<file path="src/rtl/mem_arbiter.sv">
// -----------------------------------------------------------------------------
// mem_arbiter
//
// Shares one single-ported, synchronous-read memory between an
// instruction-fetch port and a data load/store port. Each access takes two
// cycles. In the issue cycle (IDLE), the winner drives the memory strobe
// combinationally. In the response cycle (RESP_IF / RESP_D), the matching
// valid pulses and read data is passed straight through from mem_rdata_i.
//
// Data normally wins over fetch. A saturating starvation counter forces a
// fetch grant once STARVE_MAX data accesses in a row have overtaken a waiting
// fetch.
//
// Ports
//   clk_i, rst_i                  clock, synchronous active-high reset
//   if_req_i, if_addr_i           fetch request (held until if_valid_o), byte address
//   if_rdata_o, if_valid_o        fetched word, one-cycle completion pulse
//   d_rd_i, d_wr_i                data read / write request (held until d_valid_o)
//   d_addr_i, d_wdata_i           data byte address, store data
//   d_rdata_o, d_valid_o          load data, one-cycle completion pulse
//   mem_en_o, mem_we_o            memory strobe, write enable
//   mem_addr_o, mem_wdata_o       word address, write data
//   mem_rdata_i                   memory read data, one cycle after mem_en_o
//   if_stall_o, d_stall_o         requester stalls
//   err_o                         sticky: d_rd_i and d_wr_i seen high together
// -----------------------------------------------------------------------------
module mem_arbiter #(
    parameter int ADDR_W     = 12,
    parameter int STARVE_MAX = 4
) (
    input  logic              clk_i,
    input  logic              rst_i,
    input  logic              if_req_i,
    input  logic [ADDR_W-1:0] if_addr_i,
    output logic [31:0]       if_rdata_o,
    output logic              if_valid_o,
    input  logic              d_rd_i,
    input  logic              d_wr_i,
    input  logic [ADDR_W-1:0] d_addr_i,
    input  logic [31:0]       d_wdata_i,
    output logic [31:0]       d_rdata_o,
    output logic              d_valid_o,
    output logic              mem_en_o,
    output logic              mem_we_o,
    output logic [ADDR_W-3:0] mem_addr_o,
    output logic [31:0]       mem_wdata_o,
    input  logic [31:0]       mem_rdata_i,
    output logic              if_stall_o,
    output logic              d_stall_o,
    output logic              err_o
);

    typedef enum logic [1:0] {
        IDLE    = 2'd0,
        RESP_IF = 2'd1,
        RESP_D  = 2'd2
    } state_e;

    state_e     state_q;
    logic [2:0] starve_q;
    logic [2:0] starve_d;
    logic       err_q;

    logic d_req;
    logic issue;
    logic fetch_wins;

    // Byte-offset bits select nothing in a word-wide memory.
    logic unused_addr_lsbs;
    assign unused_addr_lsbs = ^{if_addr_i[1:0], d_addr_i[1:0]};

    assign d_req = d_rd_i | d_wr_i;

    // Accesses are only issued from IDLE. Reset suppresses the strobe at once,
    // not only from the next edge.
    assign issue = (state_q == IDLE) && (if_req_i || d_req) && !rst_i;

    // Fetch wins when it is alone or when it has been overtaken STARVE_MAX times.
    assign fetch_wins = if_req_i && (!d_req || (starve_q == 3'(STARVE_MAX)));

    // Starvation counter: cleared on a fetch grant. It counts data grants that
    // overtake a waiting fetch, and saturates instead of wrapping.
    always_comb begin
        starve_d = starve_q;
        if (issue) begin
            if (fetch_wins) begin
                starve_d = 3'd0;
            end else if (if_req_i && (starve_q != 3'd7)) begin
                starve_d = starve_q + 3'd1;
            end
        end
    end

    // NOTE: sequential state uses non-blocking assignments so every register
    // samples the pre-edge values, independent of statement order.
    always_ff @(posedge clk_i) begin
        if (rst_i) begin
            state_q  <= IDLE;
            starve_q <= 3'd0;
            err_q    <= 1'b0;
        end else begin
            starve_q <= starve_d;
            err_q    <= err_q | (d_rd_i & d_wr_i);
            case (state_q)
                IDLE: begin
                    if (issue) begin
                        state_q <= fetch_wins ? RESP_IF : RESP_D;
                    end
                end
                default: state_q <= IDLE;
            endcase
        end
    end

    // Memory port: driven from the winner in the issue cycle, otherwise zero.
    // A read+write collision is treated as a write.
    assign mem_en_o    = issue;
    assign mem_we_o    = issue && !fetch_wins && d_wr_i;
    assign mem_addr_o  = !issue     ? '0 :
                         fetch_wins ? if_addr_i[ADDR_W-1:2] : d_addr_i[ADDR_W-1:2];
    assign mem_wdata_o = mem_we_o ? d_wdata_i : 32'd0;

    // Responses follow the state register. Reset gating discards a pending
    // response in the cycle rst_i is raised.
    assign if_valid_o = (state_q == RESP_IF) && !rst_i;
    assign d_valid_o  = (state_q == RESP_D)  && !rst_i;
    assign if_rdata_o = if_valid_o ? mem_rdata_i : 32'd0;
    assign d_rdata_o  = d_valid_o  ? mem_rdata_i : 32'd0;

    assign if_stall_o = if_req_i & ~if_valid_o;
    assign d_stall_o  = d_req & ~d_valid_o;
    assign err_o      = err_q;

endmodule

</file>
<file path="config.mk">
export PLATFORM = sky130hd
export DESIGN_NAME = mem_arbiter
export DESIGN_NICKNAME = d
export VERILOG_FILES = /design/src/rtl/mem_arbiter.sv
export SDC_FILE = /design/constraint.sdc
export NUM_CORES = 1
export LEC_CHECK = 0
export CAP_MARGIN = 20
export CORE_AREA = 2 2 79 81
export DETAILED_ROUTE_END_ITERATION = 7
export DIE_AREA = 0 0 81 83
export PLACE_DENSITY = 0.86
export SLEW_MARGIN = 20
export SYNTH_ARGS = -nofsm -noshare
export SYNTH_HDL_FRONTEND = slang
export SYNTH_SLANG_ARGS = --single-unit
export TNS_END_PERCENT = 10
</file>
<file path="constraint.sdc">
create_clock -name clk_i -period 2.6 [get_ports clk_i]
set_input_delay 0.39 -clock clk_i [delete_from_list [all_inputs] [get_ports clk_i]]
set_output_delay 0.39 -clock clk_i [all_outputs]
set_load 0.05 [all_outputs]
</file>
==> out/results.txt, run 1 <==
The run finished with clean final reports. The logs give 0.108 for the sequential share of the synthesized area and 452 for the number of nets in the layout. For the max-cap check violation count, the log shows 0. Measured along the x axis, the die boundary spans 81 µm.

During synthesis, Yosys emitted a total of 0 warnings. The per-cell routed wire length is 17.3 µm. Clock-pin slew was measured on the worst setup and hold paths at 0.04 ns. Of all nets on the critical path, the largest fanout is 33. Data on the critical path arrives at its endpoint at 2.06 ns. In this run the count of I/O pins placed on the die edge is 206. Commonest non-fill, non-tap cell in the layout: buf_12. After detailed placement, the design holds a cell count of 426. The flip-flop and latch count after synthesis is 6, and the antenna diode count is 0. Along the worst hold path, the cell count comes to 2.

The cell at the root of the clock tree was clkbuf_8. Detailed placement finished with a half-perimeter wire length of 6670 µm. The hold path endpoint is err_o.

TritonCTS built the clock tree. Yosys mapped the design onto 22 distinct sky130hd cell types. The logs give 0 ns for the total negative setup slack and 2.21 ns for the required time of the critical path. In the layout the commonest cells are buf_12, and2_1, clkdlybuf4s50_1. The logs give 0.22 ns for the source-to-sink clock delay at the later pin of the worst-skew pair and 2 for the maximum buffer depth of the clock tree. The share of layout cells above drive strength 1 came out at 0.390. The run gives 1 as the number of levels in the clock H-tree.

For this run, the number of standard cells in the final layout without fillers is 429. The final wirelength was 7430 µm. The detail route stage leaves a number of antenna-violating nets equal to 0. The first detailed-routing pass ran for 4 iterations. The routed layout has 1894 vias. The most numerous cell type found on the critical path is buf_12. The logs give 5820 µm² for the standard cell core area and 0 for the number of endpoints with negative hold slack in the final report. The total of buffers placed on input and output ports was 201. For the overall track demand over capacity in global routing, the log shows 0.212. The die covers 6720 µm². For flop-to-flop paths, the worst setup slack is 1.16 ns.

The global-route wire length before repair was 11000 µm. Number of rows in the core area: 28. The congestion estimate from routability-driven global placement came to 0.816. For this run, design rule violations remaining after detail routing come to 0. Number of antenna violations at the first check in global routing: 0. The clock sink count was 6; the die height was 83 µm.

The logs give 2085 for the number of global-route vias before repair and 30 for the initial detailed-routing violation count. The share of the cycle needed by the critical path after routing was 0.944. The cell with the biggest individual delay on the critical path was clkdlybuf4s50_1. Subtracting the final worst setup slack from the clock period gives 2.45 ns. Global routing finished with a remaining overflow of 0. For the pin with the worst max-slew slack, the measured transition is 0.548 ns.

The headroom to the max-slew limit was 0.633; the worst stage delay on the critical path was 0.59 ns. The signal on the critical path passes through clkdlybuf4s50_1 > a2bb2oi_2 > o211a_1 > buf_12 > and2_1 > buf_12. The number of clock buffers added by TritonCTS is 3. The tools report the post-cts hold buffer count as 0.

For the final number of max-transition violations, the log shows 0. The run gives 1110 µm² as the area of the mapped netlist. The worst register-to-register path begins at state_q[0]. The worst hold path class is register to register. In this run the critical register-to-register path is captured at starve_q[0]. Counting every instance in the synthesized netlist gives 154. For this design the static power due to leakage is 1.84 nW.

Power spread over the standard cell area amounts to 218 nW/µm². The worst clock skew came out at 0.00344 ns. The count of final setup violators is 0, and the number of cells on the worst reg-to-reg path is 3. In the routed layout, each cell is associated on average with a via count of 4.41. The area growth from synthesis to layout works out to 296%. STA classifies the critical path startpoint as a primary input.

When the netlist entered floorplanning its net count stood at 250. Largest net degree at the start of global routing: 35. The run gives 0.407 GHz as the maximum clock rate. The starting utilization of the core area was 0.191.

Each instance of the synthesized netlist takes up on average 7.22 µm². By startpoint and endpoint, the worst setup path is classified as primary input to output pin. Sort of element at the end of the critical path: an output pin. For the largest vdd supply drop, the log shows 0.000226 V.

The tools report the startpoint of the tightest hold check path as err_o. Setup repair after global routing left no endpoint under its margin.
## routing by layer
layer,global-route usage,share of wire
met1,0.186,0.31
met2,0.420,0.55
met3,0.0924,0.11
met4,0.0586,0.027
met5,0,0
## synthesized netlist by cell type, drive strengths merged
cell	n	area share
ha	3	0.034
dfxtp	6	0.11
a21oi	2	0.0090
nor3	2	0.0090
and2	96	0.54
o21ai	2	0.0090
nor3b	3	0.020
clkinv	1	0.0034
buf	4	0.024
mux2i	2	0.018
nand2b	2	0.011
inv	2	0.0068
a2bb2oi	1	0.013
a211o	1	0.0090
or3	1	0.010
a32o	11	0.11
o211a	1	0.0090
a311oi	1	0.013
clkbuf	7	0.024
nor2	6	0.020
## metrics by stage
stage                     instance area (µm²)  power (W)   util  hold slack [ns]  setup WS, ns
after global routing                     4410    0.00100  0.758            0.499        0.0464
after detailed placement                 4360   0.000828  0.750            0.457         0.134
after floorplan                          1110   0.000401      -            0.462         0.371
after global placement                   4360   0.000813  0.750            0.463         0.164
final                                    4410   0.000960  0.758            0.471         0.145
after CTS                                4400   0.000967  0.757            0.469         0.134
## what timing repair did
action                                  CTS  global route
setup buffers                             0             0
gates resized for setup                   0             1
endpoints found under the setup margin    0             7
## critical path, delay by kind of cell
kind	cells	cell delay, ns
buf+inv	3	0.91
compound gates	2	0.54
simple gates	1	0.20
## worst max-delay path by stage
stage / startpoint / end / slack, ns / cells past startpoint
floorplan: starve_q[0] / mem_wdata_o[22] / 0.37 / 6
finish: d_wr_i / mem_wdata_o[22] / 0.15 / 6
global route: d_wr_i / mem_wdata_o[22] / 0.05 / 6
global placement: d_wr_i / mem_addr_o[9] / 0.16 / 5
detailed placement: d_wr_i / mem_addr_o[1] / 0.13 / 5
CTS: d_wr_i / mem_addr_o[1] / 0.13 / 5
## cell type report
cell class	instances	area (µm²)
Tap cell	75	93.8
Timing Repair Buffer	208	3200
Multi-Input combinational cell	134	941
Inverter	3	11.3
Clock buffer	3	41.3
Fill cell	354	1410
Sequential cell	6	120
## registers in the layout, summed over array words and instances, names as in the netlist
signal / count
err_o: 1
state_q: 2
starve_q: 3
## power breakdown
group	leakage, nW	total [W]	internal (W)	switching [W]
Combinational	1.77	0.000720	0.000377	0.000343
Clock	0.0216	0.000136	0.0000992	0.0000370
Sequential	0.0492	0.000103	0.0000984	0.00000483
## logic make-up after synthesis
group	after synthesis	synth area share
AND/OR/NAND/NOR	110	0.611
AO/OA/AOI/OAI	19	0.172
buffers and inverters	14	0.0574
flip-flops	6	0.108
adder cells (fa/ha/maj)	3	0.0337
multiplexers	2	0.0180
Note: power is estimated with default switching activity, not from simulation.
==> inputs of run 2 (changes only) <==
CTS_CLUSTER_SIZE = 16   (was default)
==> results of run 2 <==
Same layout as run 1: the final DEF is identical, and so are final timing and power.
